### src/rtl/eth_rx_demux.sv
// eth_rx_demux: Ethernet receive demultiplexer with MAC filter and EtherType channel select.
// Parses the 14-byte header, then forwards the payload through one registered stage
// to the channel whose EtherType matches. Frames that fail the filter, runts and
// stalled headers are dropped and counted.
// Ports:
//   clk, reset                  clock, synchronous active-high reset
//   local_mac_addr_in           station MAC (byte 0 of the frame is the MSB)
//   promisc_in                  accept any destination MAC
//   s_axis_t{data,valid,last}   frame byte stream from the MAC; s_axis_tready back-pressures it
//   m_axis_t{data,valid,last}   per-channel payload stream (channel k data at [8k+7:8k])
//   m_axis_tready               per-channel downstream ready
//   frame_drop_o                one-cycle pulse per dropped frame
//   drop_cnt_o                  saturating dropped-frame count
module eth_rx_demux #(
    parameter int                   NUM_CH     = 2,
    parameter logic [NUM_CH*16-1:0] ETYPE_LIST = {16'h0806, 16'h0800},
    parameter int                   TIMEOUT_W  = 12,
    parameter int                   DROP_CNT_W = 16
) (
    input  logic                  clk,
    input  logic                  reset,
    input  logic [47:0]           local_mac_addr_in,
    input  logic                  promisc_in,
    input  logic [7:0]            s_axis_tdata,
    input  logic                  s_axis_tvalid,
    input  logic                  s_axis_tlast,
    output logic                  s_axis_tready,
    output logic [NUM_CH*8-1:0]   m_axis_tdata,
    output logic [NUM_CH-1:0]     m_axis_tvalid,
    output logic [NUM_CH-1:0]     m_axis_tlast,
    input  logic [NUM_CH-1:0]     m_axis_tready,
    output logic                  frame_drop_o,
    output logic [DROP_CNT_W-1:0] drop_cnt_o
);
    localparam int SEL_W = (NUM_CH > 1) ? $clog2(NUM_CH) : 1;

    typedef enum logic [1:0] {HDR, FWD, DISCARD} state_t;

    state_t                r_state, w_state_nxt;
    logic [3:0]            r_hcnt, w_hcnt_nxt;
    logic [47:0]           r_dest;
    logic [7:0]            r_et_hi;
    logic [SEL_W-1:0]      r_sel, w_ch;
    logic                  r_out_valid, r_out_last;
    logic [7:0]            r_out_data;
    logic [TIMEOUT_W-1:0]  r_tmo;
    logic                  r_drop;
    logic [DROP_CNT_W-1:0] r_drop_cnt;
    logic                  w_ready, w_beat, w_sel_rdy, w_hit, w_dest_ok, w_accept;
    logic                  w_tmo_act, w_tmo_exp, w_drop;
    logic [15:0]           w_etype;

    assign w_sel_rdy = m_axis_tready[r_sel];
    assign w_etype   = {r_et_hi, s_axis_tdata};
    assign w_dest_ok = (r_dest == local_mac_addr_in) | (&r_dest) | promisc_in;
    assign w_accept  = w_dest_ok & w_hit & !s_axis_tlast;

    // The last header byte waits until the previous frame's final byte has left
    // the output register, so r_sel never changes under a pending beat.
    assign w_ready = reset ? 1'b0 :
                     (r_state == FWD) ? (!r_out_valid | w_sel_rdy) :
                     (r_state == HDR && r_hcnt == 4'd13) ? !r_out_valid : 1'b1;
    assign w_beat        = s_axis_tvalid & w_ready;
    assign s_axis_tready = w_ready;

    // Expiry fires on the idle cycle that would bring the count to all-ones.
    assign w_tmo_act = (r_state == HDR && r_hcnt != 4'd0) || r_state == DISCARD;
    assign w_tmo_exp = w_tmo_act & !w_beat & (r_tmo == {{(TIMEOUT_W-1){1'b1}}, 1'b0});

    // Lowest-numbered matching channel wins.
    always_comb begin
        w_hit = 1'b0;
        w_ch  = '0;
        for (int k = NUM_CH - 1; k >= 0; k--) begin
            if (w_etype == ETYPE_LIST[16*k +: 16]) begin
                w_hit = 1'b1;
                w_ch  = SEL_W'(k);
            end
        end
    end

    always_comb begin
        w_state_nxt = r_state;
        w_hcnt_nxt  = r_hcnt;
        w_drop      = 1'b0;
        case (r_state)
            HDR: begin
                if (w_beat) begin
                    if (r_hcnt == 4'd13) begin
                        w_hcnt_nxt = 4'd0;
                        w_drop     = !w_accept;
                        w_state_nxt = w_accept ? FWD : (s_axis_tlast ? HDR : DISCARD);
                    end else begin
                        w_drop     = s_axis_tlast;
                        w_hcnt_nxt = s_axis_tlast ? 4'd0 : r_hcnt + 4'd1;
                    end
                end else if (w_tmo_exp) begin
                    w_drop     = 1'b1;
                    w_hcnt_nxt = 4'd0;
                end
            end
            FWD: w_state_nxt = (w_beat && s_axis_tlast) ? HDR : FWD;
            DISCARD: begin
                w_drop      = w_tmo_exp;
                w_state_nxt = ((w_beat && s_axis_tlast) || w_tmo_exp) ? HDR : DISCARD;
            end
            default: w_state_nxt = HDR;
        endcase
    end

    always_ff @(posedge clk) begin
        if (reset) begin
            r_state     <= HDR;
            r_hcnt      <= 4'd0;
            r_dest      <= '0;
            r_et_hi     <= '0;
            r_sel       <= '0;
            r_out_valid <= 1'b0;
            r_out_last  <= 1'b0;
            r_out_data  <= '0;
            r_tmo       <= '0;
            r_drop      <= 1'b0;
            r_drop_cnt  <= '0;
        end else begin
            r_state <= w_state_nxt;
            r_hcnt  <= w_hcnt_nxt;
            r_drop  <= w_drop;
            if (w_drop && r_drop_cnt != '1)
                r_drop_cnt <= r_drop_cnt + 1'b1;
            r_tmo <= (!w_tmo_act || w_beat || w_tmo_exp || w_state_nxt != r_state) ? '0 : r_tmo + 1'b1;
            if (r_state == HDR && w_beat) begin
                if (r_hcnt < 4'd6)
                    r_dest <= {r_dest[39:0], s_axis_tdata};
                if (r_hcnt == 4'd12)
                    r_et_hi <= s_axis_tdata;
                if (r_hcnt == 4'd13 && w_accept)
                    r_sel <= w_ch;
            end
            if (r_state == FWD && w_beat) begin
                r_out_valid <= 1'b1;
                r_out_data  <= s_axis_tdata;
                r_out_last  <= s_axis_tlast;
            end else if (w_sel_rdy) begin
                r_out_valid <= 1'b0;
            end
        end
    end

    for (genvar k = 0; k < NUM_CH; k++) begin : g_ch
        assign m_axis_tvalid[k]       = r_out_valid && (r_sel == SEL_W'(k));
        assign m_axis_tlast[k]        = r_out_valid && r_out_last && (r_sel == SEL_W'(k));
        assign m_axis_tdata[8*k +: 8] = (r_sel == SEL_W'(k)) ? r_out_data : 8'd0;
    end

    assign frame_drop_o = r_drop;
    assign drop_cnt_o   = r_drop_cnt;
endmodule

### config.mk
export PLATFORM = sky130hd
export DESIGN_NAME = eth_rx_demux
export DESIGN_NICKNAME = d
export VERILOG_FILES = /design/src/rtl/eth_rx_demux.sv
export SDC_FILE = /design/constraint.sdc
export NUM_CORES = 1
export LEC_CHECK = 0
export CAP_MARGIN = 20
export CORE_MARGIN = 3
export CORE_UTILIZATION = 55
export DETAILED_ROUTE_END_ITERATION = 6
export DONT_BUFFER_PORTS = 1
export PLACE_DENSITY_LB_ADDON = 0.05
export SLEW_MARGIN = 20
export SYNTH_ARGS = -nofsm -noshare
export SYNTH_HDL_FRONTEND = slang
export SYNTH_SLANG_ARGS = --single-unit
export TNS_END_PERCENT = 1
### constraint.sdc
create_clock -name clk -period 2.6 [get_ports clk]
set_clock_uncertainty 0.15 [all_clocks]
set_input_delay 0.52 -clock clk [delete_from_list [all_inputs] [get_ports clk]]
set_output_delay 0.52 -clock clk [all_outputs]
set_load 0.01 [all_outputs]
* After elaboration in Yosys (flattened, before gate mapping)
Cells that the tools add are included.
Widths: inputs -> output; s select.
** Cells by class
- Add/sub/neg operators :: 3
- Magnitude comparators :: 2
- Equal/unequal tests :: 10
- Muxes and demuxes :: 27
- Bitwise operators :: 9
- Reduce and logical (&&, ||, !) cells :: 32
** Operators by type and width (count)
- $eq 48x48->1 :: 1
- $reduce_and 48->1 :: 1
- $eq 16x12->1 const B :: 2
- $add 16x1->16 const B :: 1
- $mux 4 :: 4
- $mux 8 :: 2
- $ne 16x16->1 const B :: 1
- $mux 1 :: 14
- $add 12x1->12 const B :: 1
- $eq 12x12->1 const B :: 1
- $logic_and 1x1->1 :: 12
- $mux 2 :: 5
- $eq 4x4->1 const B :: 2
- $reduce_and 2->1 :: 4
- $pmux 2 s3 :: 1
- $and 1x1->1 :: 5
- $logic_not 1->1 :: 5
- $logic_or 1x1->1 :: 5
- $add 4x1->4 const B :: 1
- $lt 4x3->1 const B :: 1
- $reduce_bool 2->1 :: 2
- $reduce_bool 4->1 :: 1
- $or 1x1->1 :: 3
- $eq 2x1->1 const B :: 1
- other kinds (7) :: 7
** Storage, ports and cells
- Register bits :: 102
- Bits of input ports :: 63
- Output and inout port bits :: 38
- Word-level logic and storage cells :: 94

* Logic depth before layout (Yosys ltp)
Gate-level depths: netlist of run 1.
- Word-level depth :: 15
- Gate-level depth with buffers :: 11
- Depth with buffers taken out :: 10

* Worst setup path after synthesis of run 1
Ideal clock, no wire load.
- Path type :: in2reg
- Start :: in s_axis_tdata[7]
- End :: reg r_drop_cnt[7], in the netlist drop_cnt_o[7]
- Setup time :: 0.123 ns
- Arrival :: 2.156 ns
- Data required time :: 2.327 ns
- Path slack :: 0.171 ns
- Stages on the path :: 8
- Buffers on the path :: 0
- Cell sequence :: nor4_1 > nand4_1 > a21o_1 > nor4_4 > nor3b_2 > o211ai_4 > nor3_1 > mux2_1
** On the way
- Word-level cells in the longest chain between the ends :: 10
- Elaborated cells between the ends (all ways) :: 11
- Those cells by class :: eq/ne: 2; mux: 5; bitwise: 2; reduce/logical: 2
** Ends and longest elaborated chain
- start: declaration :: RTL line 24 : input logic [7:0] s_axis_tdata,
- $eq 16x12->1 :: RTL line 75 : if (w_etype == ETYPE_LIST[16*k +: 16]) begin
- $mux 1 :: RTL line 75
- $mux 1 (*) :: RTL line 75
- $and 1x1->1 (*) (2 in series) :: RTL line 56 : assign w_accept = w_dest_ok & w_hit & !s_axis_tlast;
- $logic_not 1->1 (*) :: RTL line 91 : w_drop = !w_accept;
- $mux 1 (*) :: RTL line 89 : if (r_hcnt == 4'd13) begin
- $mux 1 (*) :: RTL line 88 : if (w_beat) begin
- $pmux 1 s2 (*) :: RTL line 86 : case (r_state)
- $logic_and 1x1->1 (*) :: RTL line 128 : if (w_drop && r_drop_cnt != '1)
- end signal: assignment :: RTL line 129 : r_drop_cnt <= r_drop_cnt + 1'b1;
- end: declaration :: RTL line 48 : logic [DROP_CNT_W-1:0] r_drop_cnt;
Mark *: on every way between the ends. The rest lies on a longest branch, timed or not.
A chain may end at the register's enable or synchronous reset.

* Worst setup path in the final report of run 1
- Start :: reg r_hcnt[1]
- End :: reg r_drop_cnt[6], in the netlist drop_cnt_o[6]
** On the way
- Word-level cells in the longest chain between the ends :: 13
- Elaborated cells between the ends (all ways) :: 17
- Those cells by class :: eq/ne: 1; mux: 7; bitwise: 3; reduce/logical: 6
** Ends and longest elaborated chain
- start: declaration :: RTL line 40 : logic [3:0] r_hcnt, w_hcnt_nxt;
- start signal: assignment :: RTL line 126 : r_hcnt <= w_hcnt_nxt;
- $eq 4x4->1 :: RTL line 62, 89
- $logic_and 1x1->1 :: RTL line 62 : (r_state == HDR && r_hcnt == 4'd13) ? !r_out_valid : 1'b1;
- $mux 1 :: RTL line 62
- $mux 1 :: RTL line 61 : (r_state == FWD) ? (!r_out_valid | w_sel_rdy) :
- $mux 1 :: RTL line 60 : assign w_ready = reset ? 1'b0 :
- $and 1x1->1 :: RTL line 63 : assign w_beat = s_axis_tvalid & w_ready;
- $logic_not 1->1 :: RTL line 68 : assign w_tmo_exp = w_tmo_act & !w_beat & (r_tmo == {{(TIMEOUT_W-1){1'b1}}, 1'b0});
- $and 1x1->1 (2 in series) :: RTL line 68
- $mux 1 :: RTL line 97 : end else if (w_tmo_exp) begin
- $mux 1 :: RTL line 88
- $pmux 1 s2 (*) :: RTL line 86
- $logic_and 1x1->1 (*) :: RTL line 128
Marked as above.

==> results of run 1 <==
-- synth_stat cells, drive strengths merged (7+ instances only) --
library cell  count
mux2i            19
nand3            20
xor2             55
dfxtp           102
and2             10
inv               8
o21ai             8
nor4             20
and3              7
nand4            20
nand2           107
a21oi            61
clkbuf           21
nor2             62
nor2b            16
-- logic make-up (layout without fill, tap and decap cells) --
kind of cell	Yosys count	count (layout)	synth area share
adder cells (fa/ha/maj)	6	6	0.0153
AND/OR/NAND/NOR	287	287	0.283
multiplexers	24	24	0.0502
buffers and inverters	35	68	0.0290
XOR/XNOR	61	61	0.109
AO/OA/AOI/OAI	83	83	0.0983
flip-flops	102	102	0.415
-- final timing paths --
path | end | slack, ns | cells after the start
max | drop_cnt_o[6] | 0.07 | 12
min | drop_cnt_o[8] | 0.07 | 1
max reg2reg | drop_cnt_o[6] | 0.07 | 12
min reg2reg | r_tmo[0] | 0.32 | 1
-- power by group through the flow --
stage | Clock, mW | Sequential, mW | Combinational (mW)
6_report | 1.03 | 1.59 | 0.137
2_1_floorplan | 0 | 1.62 | 0.106
3_3_place_gp | 0 | 1.62 | 0.127
4_1_cts | 1.06 | 1.59 | 0.134
5_1_grt | 1.12 | 1.59 | 0.153
3_5_place_dp | 0 | 1.62 | 0.131
-- area by class of cell --
type	instances	area, sq um	share of cell area
clock inverter	5	63.8	0.0115
tap	105	131	0.0237
sequential	102	2050	0.369
clock buffer	11	141	0.0255
timing repair buffer	44	355	0.0641
multi-input combinational	461	2770	0.501
inverter	8	30.0	0.00542
-- state kept, by name (all words and copies together) (netlist names) --
| name | flops |
|---|---|
| r_out_data | 8 |
| drop_cnt_o | 16 |
| r_state | 2 |
| r_dest | 48 |
| r_out_valid | 1 |
| frame_drop_o | 1 |
| r_out_last | 1 |
| r_et_hi | 8 |
| r_sel | 1 |
| r_hcnt | 4 |
| r_tmo | 12 |
-- stage by stage --
step / instances / hold slack, ns
3_5_place_dp: 716 / 0.302
3_3_place_gp: 716 / 0.290
6_report: 736 / 0.0662
5_1_grt: 736 / 0.0380
4_1_cts: 732 / 0.0516
2_1_floorplan: 598 / 0.280
-- layer usage --
metal	wire length [microns]	track usage	vias to the layer above
li1	-	-	2083
met1	5050	0.298	1943
met2	5720	0.390	117
met3	722	0.0616	18
met4	195	0.0632	0
met5	0	0	-
-- what timing repair did --
item / in CTS / in global routing
setup endpoints to repair: 4 / 16
buffers inserted: 0 / 4
pin swaps: 0 / 8
gates resized for setup: 2 / 9
==> out/results.txt, run 1 <==
crit path kind -> reg -> reg
Die Area -> 0.0101 sq mm
Final period util -> 0.974
EDFF count, synth -> 0
part of the power in registers -> 0.575
pre-CTS WS -> -0.165 ns
register area share after synthesis -> 0.415
H-tree levels -> 3
status -> finished, final reports clean
WP data arrival -> 2.68 ns
Root Buffer Master -> clkbuf_8
antenna violations before repair -> 0
GP Congestion -> 0.890
slew margin rel. -> 0.711
post-synth top area cell -> dfxtp_1
mean post-synth cell area -> 8.22 sq um
ys async rst share -> 0
Clk pwr share -> 0.375
total wire length -> 11,700 microns
Worst setup SP type -> flip-flop
vias in the first global route -> 3,946
Cell Chain, Critical Path -> inv_1 -> ha_2 -> nand4_1 -> o22ai_2 -> nand2b_4 -> buf_4 -> o31ai_2 -> buf_4 -> o21ai_2 -> buf_4 -> or4_1 -> a21oi_2
Slew Limit Fails -> 0
flops & latches, synth -> 102
Syn Nets -> 667
CP Launch Point -> r_hcnt[1]
number of I/O port buffers -> 0
Final Util -> 0.655
TritonCTS clock tree -> yes
clk slew on worst S/H paths -> 0.10 ns
final hold vios -> 0
Mapped Cells -> 598
Die Width -> 101 microns
slowest stage delay, CP -> 0.42 ns
Synth cell types -> 49
CP top delay family -> simple AND/OR/NAND/NOR gates
DP Area -> 0.00526 sq mm
Worst-Skew Late Latency -> 0.36 ns
most common flop cell mapped by yosys -> dfxtp_1
Worst R2R Start -> r_hcnt[1]
Worst setup EP type -> flip-flop
Final Cell Area -> 0.00554 sq mm
clock buffer depth -> 2
Hold WC Path Type -> in -> reg
Gate power share -> 0.050
share of cells above drive strength 1 -> 0.133
first-pass GRT wire length -> 19,100 microns
post-layout min period -> 2.53 ns
clock sink total -> 102
slowest CP cell -> or4_1
most used cell, CP -> buf_4
most common cell after layout, fill and taps aside -> nand2_1
Core Box Area -> 0.00846 sq mm
Area Overhead vs Synth -> 12.8%
n_diodes -> 0
Max VDD drop -> 0.000316 V
Max Freq -> 395 MHz
Max Cap Viol -> 0
first-pass iteration count of the detailed router -> 5
Remaining Overflow, GRT -> 0
post-DR wirelength/cell -> 15.9 microns
RSZ-0062 raised after global routing -> true
crit path max fanout -> 8
net switching share of the total power -> 0.233
Routed Antenna Nets -> 0
Req. time, crit path -> 2.75 ns
HPWL after DPL -> 8460 microns
vias per inst -> 5.65
Pint -> 2.11 mW
CTS Hold Buffers Added -> 0
largest net degree at the start of global routing -> 97
synthesized area -> 0.00491 sq mm
Starting Density -> 0.581
Synth top area share -> 0.415
die height -> 101 microns
setup TNS -> 0 ns
HP Start -> reset
switching power -> 642 uW
# setup viols final -> 0
yosys warns -> 0
Fill cells -> 760
most frequent cells in the layout -> nand2_1, dfxtp_1, nor2_1
# DRC -> 0
Synth area leaders -> dfxtp_1, xor2_1, nand2_1
power density cells -> 497 mW/mm^2
buffer and inverter count on the worst path -> 4
Layout Nets -> 695
row cnt -> 33
Pleak -> 2.15 nW
Slew @ Worst Pin -> 0.432 ns
DRT iter0 DRCs -> 198
CTS buffer count -> 9
Ports -> 101
PnR worst setup slack -> 0.0684 ns
GRT Util Overall -> 0.233
total number of vias -> 4,161
Pwr Total -> 2.76 mW
Note: power is estimated with default switching activity, not from simulation.
==> run 2, diff against run 1 <==
--- a/config.mk
+++ b/config.mk
@@ -10,7 +10,8 @@
 export CORE_UTILIZATION = 55
 export DETAILED_ROUTE_END_ITERATION = 6
 export DONT_BUFFER_PORTS = 1
-export PLACE_DENSITY_LB_ADDON = 0.05
+export GPL_TIMING_DRIVEN = 0
+export PLACE_DENSITY = 0.7
 export SLEW_MARGIN = 20
 export SYNTH_ARGS = -nofsm -noshare
 export SYNTH_HDL_FRONTEND = slang
==> run 2 against run 1 <==
Flip-flop and latch count stayed put; global-route usage up 0.80 points; worst setup slack worse by 0.030 ns; die area unchanged.
==> out/results.txt, run 2 (synthesis gave the netlist of run 1 again) <==
status -> finished, final reports clean
most common cell after layout, fill and taps aside -> nand2_1
Slew @ Worst Pin -> 0.576 ns (+0.144 ns)
post-layout min period -> 2.56 ns (+0.0297 ns)
die height -> 101 microns (unchanged)
total number of vias -> 4,178 (+0.41%)
RSZ-0062 raised after global routing -> true
placed cell count -> 703 (-1.8%)
first-pass iteration count of the detailed router -> 5 (unchanged)
number of I/O port buffers -> 0 (unchanged)
# DRC -> 0 (unchanged)
clock sink total -> 102 (unchanged)
crit path kind -> reg -> reg
crit path max fanout -> 9 (+1)
GP Congestion -> 0.901 (+1.3%)
Remaining Overflow, GRT -> 0 (unchanged)
Worst-Skew Late Latency -> 0.36 ns (about the same)
Final Cell Area -> 0.00536 sq mm (-3.4%)
Area Overhead vs Synth -> 8.96%
Worst setup EP type -> flip-flop
Hold WC Path Type -> in -> reg
Die Area -> 0.0101 sq mm (unchanged)
Worst setup SP type -> flip-flop
# setup viols final -> 0 (unchanged)
Top reg by flops -> r_dest
antenna violations before repair -> 0 (unchanged)
Ports -> 101 (unchanged)
pre-CTS WS -> -0.226 ns (-0.0613 ns)
WP data arrival -> 2.66 ns (-0.02 ns)
first-pass GRT wire length -> 19,400 microns (+1.6%)
Core Box Area -> 0.00846 sq mm (unchanged)
largest net degree at the start of global routing -> 16 (-84%)
Max Cap Viol -> 0 (unchanged)
CTS buffer count -> 9 (unchanged)
row cnt -> 33 (unchanged)
post-DR wirelength/cell -> 16.6 microns (+4.4%)
H-tree levels -> 3 (unchanged)
Layout Nets -> 680 (-2.2%)
PnR worst setup slack -> 0.0387 ns (-0.0297 ns)
DP Area -> 0.00505 sq mm (-4.1%)
DRT iter0 DRCs -> 174 (-12%)
setup TNS -> 0 ns (unchanged)
clock buffer depth -> 2 (unchanged)
HPWL after DPL -> 9160 microns (+8.2%)
CTS Hold Buffers Added -> 0 (unchanged)
max FFs per register -> 48 (unchanged)
Max Freq -> 390 MHz (-1.2%)
total wire length -> 11,900 microns (+2.2%)
Pwr Total -> 2.74 mW (-0.49%)
power density cells -> 512 mW/mm^2 (+3.0%)
Pleak -> 1.99 nW (-7.5%)
Root Buffer Master -> clkbuf_8
vias in the first global route -> 4,036 (+2.3%)
Max VDD drop -> 0.000316 V (about the same)
Die Width -> 101 microns (unchanged)
final hold vios -> 0 (unchanged)
Final period util -> 0.985 (+0.0114)
clk slew on worst S/H paths -> 0.09 ns (about the same)
vias per inst -> 5.79 (+2.5%)
non-filler cells, final -> 721 (-2.0%)
n_diodes -> 0 (unchanged)
Starting Density -> 0.581 (unchanged)
Slew Limit Fails -> 0 (unchanged)
Req. time, crit path -> 2.70 ns (-0.05 ns)
GRT Util Overall -> 0.241 (+0.00802)
share of cells above drive strength 1 -> 0.0828 (-0.0503)
most frequent cells in the layout -> nand2_1, dfxtp_1, nor2_1
Routed Antenna Nets -> 0 (unchanged)
slew margin rel. -> 0.615 (-0.0965)
TritonCTS clock tree -> yes
## run 2: what timing repair did
action                                  CTS  global route
endpoints found under the hold margin     0             0
resized for setup                         7            19
endpoints found under the setup margin   11            36
pin swaps                                 2             4
buffers inserted                          1             1
cloned                                    0             0
## run 2: path summary, 6_finish.rpt
check                   from       endpoint  slack, ns  cells past startpoint
max               r_dest[26]  drop_cnt_o[7]       0.04                      8
min          s_axis_tdata[4]      r_dest[4]       0.14                      2
max reg2reg       r_dest[26]  drop_cnt_o[7]       0.04                      8
min reg2reg         r_tmo[0]       r_tmo[0]       0.33                      1
## run 2: critical path, stage by stage, from the launching register on
cell	delay (ns)
dfxtp_1	0.38
xor2_1	0.19
nor4_2	0.34
nand4_1	0.21
nor4_4	0.38
nor3b_4	0.12
o211ai_4	0.28
nor3_1	0.09
mux2_1	0.32
## run 2: metrics by stage
stage                      util  hold slack (ns)
after global placement    0.596            0.290
after floorplan               -            0.280
after global routing      0.633            0.118
final                     0.633            0.140
after CTS                 0.626            0.128
after detailed placement  0.596            0.308
## run 2: routing by layer
layer | global-route usage | vias to the layer above | wire (microns)
met5 | 0 | - | 0
met2 | 0.394 | 127 | 5640
met4 | 0.0663 | 0 | 239
met3 | 0.0727 | 24 | 840
li1 | - | 2061 | -
met1 | 0.310 | 1966 | 5230
## run 2: power breakdown
part | switching [mW] | internal (mW) | leakage [nW] | total [mW]
Combinational | 0.0987 | 0.0501 | 1.06 | 0.149
Sequential | 0.0164 | 1.57 | 0.824 | 1.59
Clock | 0.508 | 0.498 | 0.0996 | 1.01
Total | 0.623 | 2.12 | 1.99 | 2.74
## run 2: layout make-up
cell class / count / area [sq um]
repair buffers: 2 / 15.0
clock inverters: 3 / 42.5
fillers: 738 / 3110
clock buffers: 13 / 159
inverters: 8 / 30.0
flip-flops and latches: 102 / 2050
plain buffers: 27 / 125
well taps: 105 / 131
multi-input cells: 461 / 2810
==> run 3, diff against run 2 <==
--- a/config.mk
+++ b/config.mk
@@ -6,12 +6,14 @@
 export NUM_CORES = 1
 export LEC_CHECK = 0
 export CAP_MARGIN = 20
+export CELL_PAD_IN_SITES_DETAIL_PLACEMENT = 1
+export CELL_PAD_IN_SITES_GLOBAL_PLACEMENT = 2
 export CORE_MARGIN = 3
-export CORE_UTILIZATION = 55
+export CORE_UTILIZATION = 37
 export DETAILED_ROUTE_END_ITERATION = 6
 export DONT_BUFFER_PORTS = 1
 export GPL_TIMING_DRIVEN = 0
-export PLACE_DENSITY = 0.7
+export PLACE_DENSITY_LB_ADDON = 0.1
 export SLEW_MARGIN = 20
 export SYNTH_ARGS = -nofsm -noshare
 export SYNTH_HDL_FRONTEND = slang
==> run 3 against run 2 <==
Die area up 45%; non-clock buffer count increased by 1; power up 13%; critical endpoint is now drop_cnt_o[9]; critical path depth unchanged; register-to-register slack worse by 0.04 ns; design area is 3.6% higher; highest routed layer unchanged; via count decreased by 0.84%; hold slack improved by 0.0073 ns; flip-flop and latch count is the same; sequential share of layout area decreased by 1.2 points.
==> out/results.txt, run 3 (synthesis gave the netlist of run 1 again) <==
Slew @ Worst Pin -> 0.601 ns (+0.0247 ns)
number of I/O port buffers -> 0 (unchanged)
Max VDD drop -> 0.000302 V (-4.4%)
clock sink total -> 102 (unchanged)
n_diodes -> 0 (unchanged)
status -> finished, final reports clean
antenna violations before repair -> 0 (unchanged)
# DRC -> 0 (unchanged)
max FFs per register -> 48 (unchanged)
Core Box Area -> 0.0128 sq mm (+52%)
most frequent cells in the layout -> nand2_1, dfxtp_1, nor2_1, a21oi_1, xor2_1
Worst setup EP type -> flip-flop
power density cells -> 558 mW/mm^2 (+9.0%)
Req. time, crit path -> 2.69 ns (about the same)
Root Buffer Master -> clkbuf_16
DP Area -> 0.00513 sq mm (+1.7%)
post-DR wirelength/cell -> 18.4 microns (+11%)
non-filler cells, final -> 788 (+9.3%)
vias in the first global route -> 4,222 (+4.6%)
most common cell after layout, fill and taps aside -> nand2_1
Slew Limit Fails -> 0 (unchanged)
first-pass GRT wire length -> 22,900 microns (+18%)
HPWL after DPL -> 11,100 microns (+21%)
slew margin rel. -> 0.599 (-0.0153)
WP data arrival -> 2.69 ns (+0.03 ns)
RSZ-0062 raised after global routing -> true
total wire length -> 14,500 microns (+21%)
Starting Density -> 0.383 (-0.197)
final hold vios -> 0 (unchanged)
Pleak -> 2.03 nW (+2.4%)
post-layout min period -> 2.60 ns (+0.0359 ns)
Fill cells -> 1,548 (+110%)
Max Freq -> 385 MHz (-1.4%)
die height -> 121 microns (+21%)
clk slew on worst S/H paths -> 0.07 ns (-0.02 ns)
Ports -> 101 (unchanged)
largest net degree at the start of global routing -> 16 (unchanged)
Remaining Overflow, GRT -> 0 (unchanged)
Worst setup SP type -> flip-flop
first-pass iteration count of the detailed router -> 4 (-1)
row cnt -> 41 (+24%)
Worst-Skew Late Latency -> 0.35 ns (about the same)
CTS Hold Buffers Added -> 0 (unchanged)
Top reg by flops -> r_dest
Die Width -> 121 microns (+21%)
Hold WC Path Type -> in -> reg
DRT iter0 DRCs -> 202 (+16%)
clock buffer depth -> 2 (unchanged)
# setup viols final -> 0 (unchanged)
Final Cell Area -> 0.00555 sq mm (+3.6%)
total number of vias -> 4,143 (-0.84%)
Max Cap Viol -> 0 (unchanged)
Layout Nets -> 681 (+0.15%)
Final period util -> 0.999 (+0.0138)
crit path kind -> reg -> reg
Die Area -> 0.0147 sq mm (+45%)
crit path max fanout -> 8 (-1)
Routed Antenna Nets -> 0 (unchanged)
share of cells above drive strength 1 -> 0.0942 (+0.0114)
CTS buffer count -> 9 (unchanged)
GP Congestion -> 0.790 (-12%)
GRT Util Overall -> 0.200 (-0.0407)
Area Overhead vs Synth -> 12.9%
H-tree levels -> 3 (unchanged)
vias per inst -> 5.26 (-9.3%)
placed cell count -> 770 (+9.5%)
TritonCTS clock tree -> yes
run 3: changes by cell type in the layout (fill, tap and decap cells not counted):
cell / delta
clkbuf_16: +9
nor2_1: -1
clkbuf_8: -10
nor4_2: +1
nor4_1: -1
buf_4: +1
clkbuf_1: -1
dfxtp_1: -4
clkinv_2: +1
nor2_2: +1
dfxtp_2: +4
run 3: worst max-delay path, stage by stage (launching register included):
cell and delay [ns]:
dfxtp_1 0.37, xor2_1 0.19, nor4_2 0.36, nand4_1 0.21, nor4_4 0.36, nor3b_4 0.12, o211ai_4 0.32, nor2_1 0.10
mux2_1 0.32
run 3: timing repair:
action	in CTS	in global routing
setup buffers	0	3
endpoints found under the setup margin	21	37
gates resized for setup	17	14
pin swaps	6	7
gates cloned	0	0
run 3: report_power, final:
| group | leakage, nW | internal [mW] | total [mW] | switching (mW) |
|---|---|---|---|---|
| Combinational | 1.07 | 0.0503 | 0.154 | 0.104 |
| Clock | 0.141 | 0.764 | 1.35 | 0.589 |
| Sequential | 0.826 | 1.57 | 1.59 | 0.0162 |
run 3: path summary, 6_finish.rpt:
kind                   start             to  slack (ns)  cells after the start
max reg2reg        r_dest[4]  drop_cnt_o[9]       0.003                      8
max                r_dest[4]  drop_cnt_o[9]       0.003                      8
min          s_axis_tdata[0]      r_dest[0]        0.15                      2
min reg2reg         r_tmo[0]       r_tmo[0]        0.33                      1
run 3: stage by stage:
| step | hold WS [ns] | utilization | setup slack (ns) | setup TNS [ns] | total power [mW] |
|---|---|---|---|---|---|
| 2_1_floorplan | 0.280 | - | 0.171 | 0 | 1.73 |
| 3_3_place_gp | 0.290 | 0.400 | -0.298 | -3.40 | 1.77 |
| 3_5_place_dp | 0.319 | 0.400 | -0.291 | -3.47 | 1.77 |
| 4_1_cts | 0.134 | 0.428 | -0.0201 | -0.0545 | 3.14 |
| 5_1_grt | 0.133 | 0.433 | -0.0955 | -0.501 | 3.23 |
| 6_report | 0.148 | 0.433 | 0.00280 | 0 | 3.10 |
run 3: layer usage:
metal	GRT usage	share of wire	up-vias
li1	-	-	2055
met1	0.255	0.46	1998
met2	0.337	0.48	80
met3	0.0564	0.043	10
met4	0.0469	0.014	0
met5	0	0	-
run 3: layout make-up:
class | count | area [sq um] | area share
clock inverters | 4 | 47.5 | 0.00857
flip-flops and latches | 102 | 2050 | 0.370
multi-input cells | 461 | 2820 | 0.507
clock buffers | 11 | 243 | 0.0437
well taps | 172 | 215 | 0.0388
repair buffers | 3 | 22.5 | 0.00406
inverters | 8 | 30.0 | 0.00541
plain buffers | 27 | 125 | 0.0225
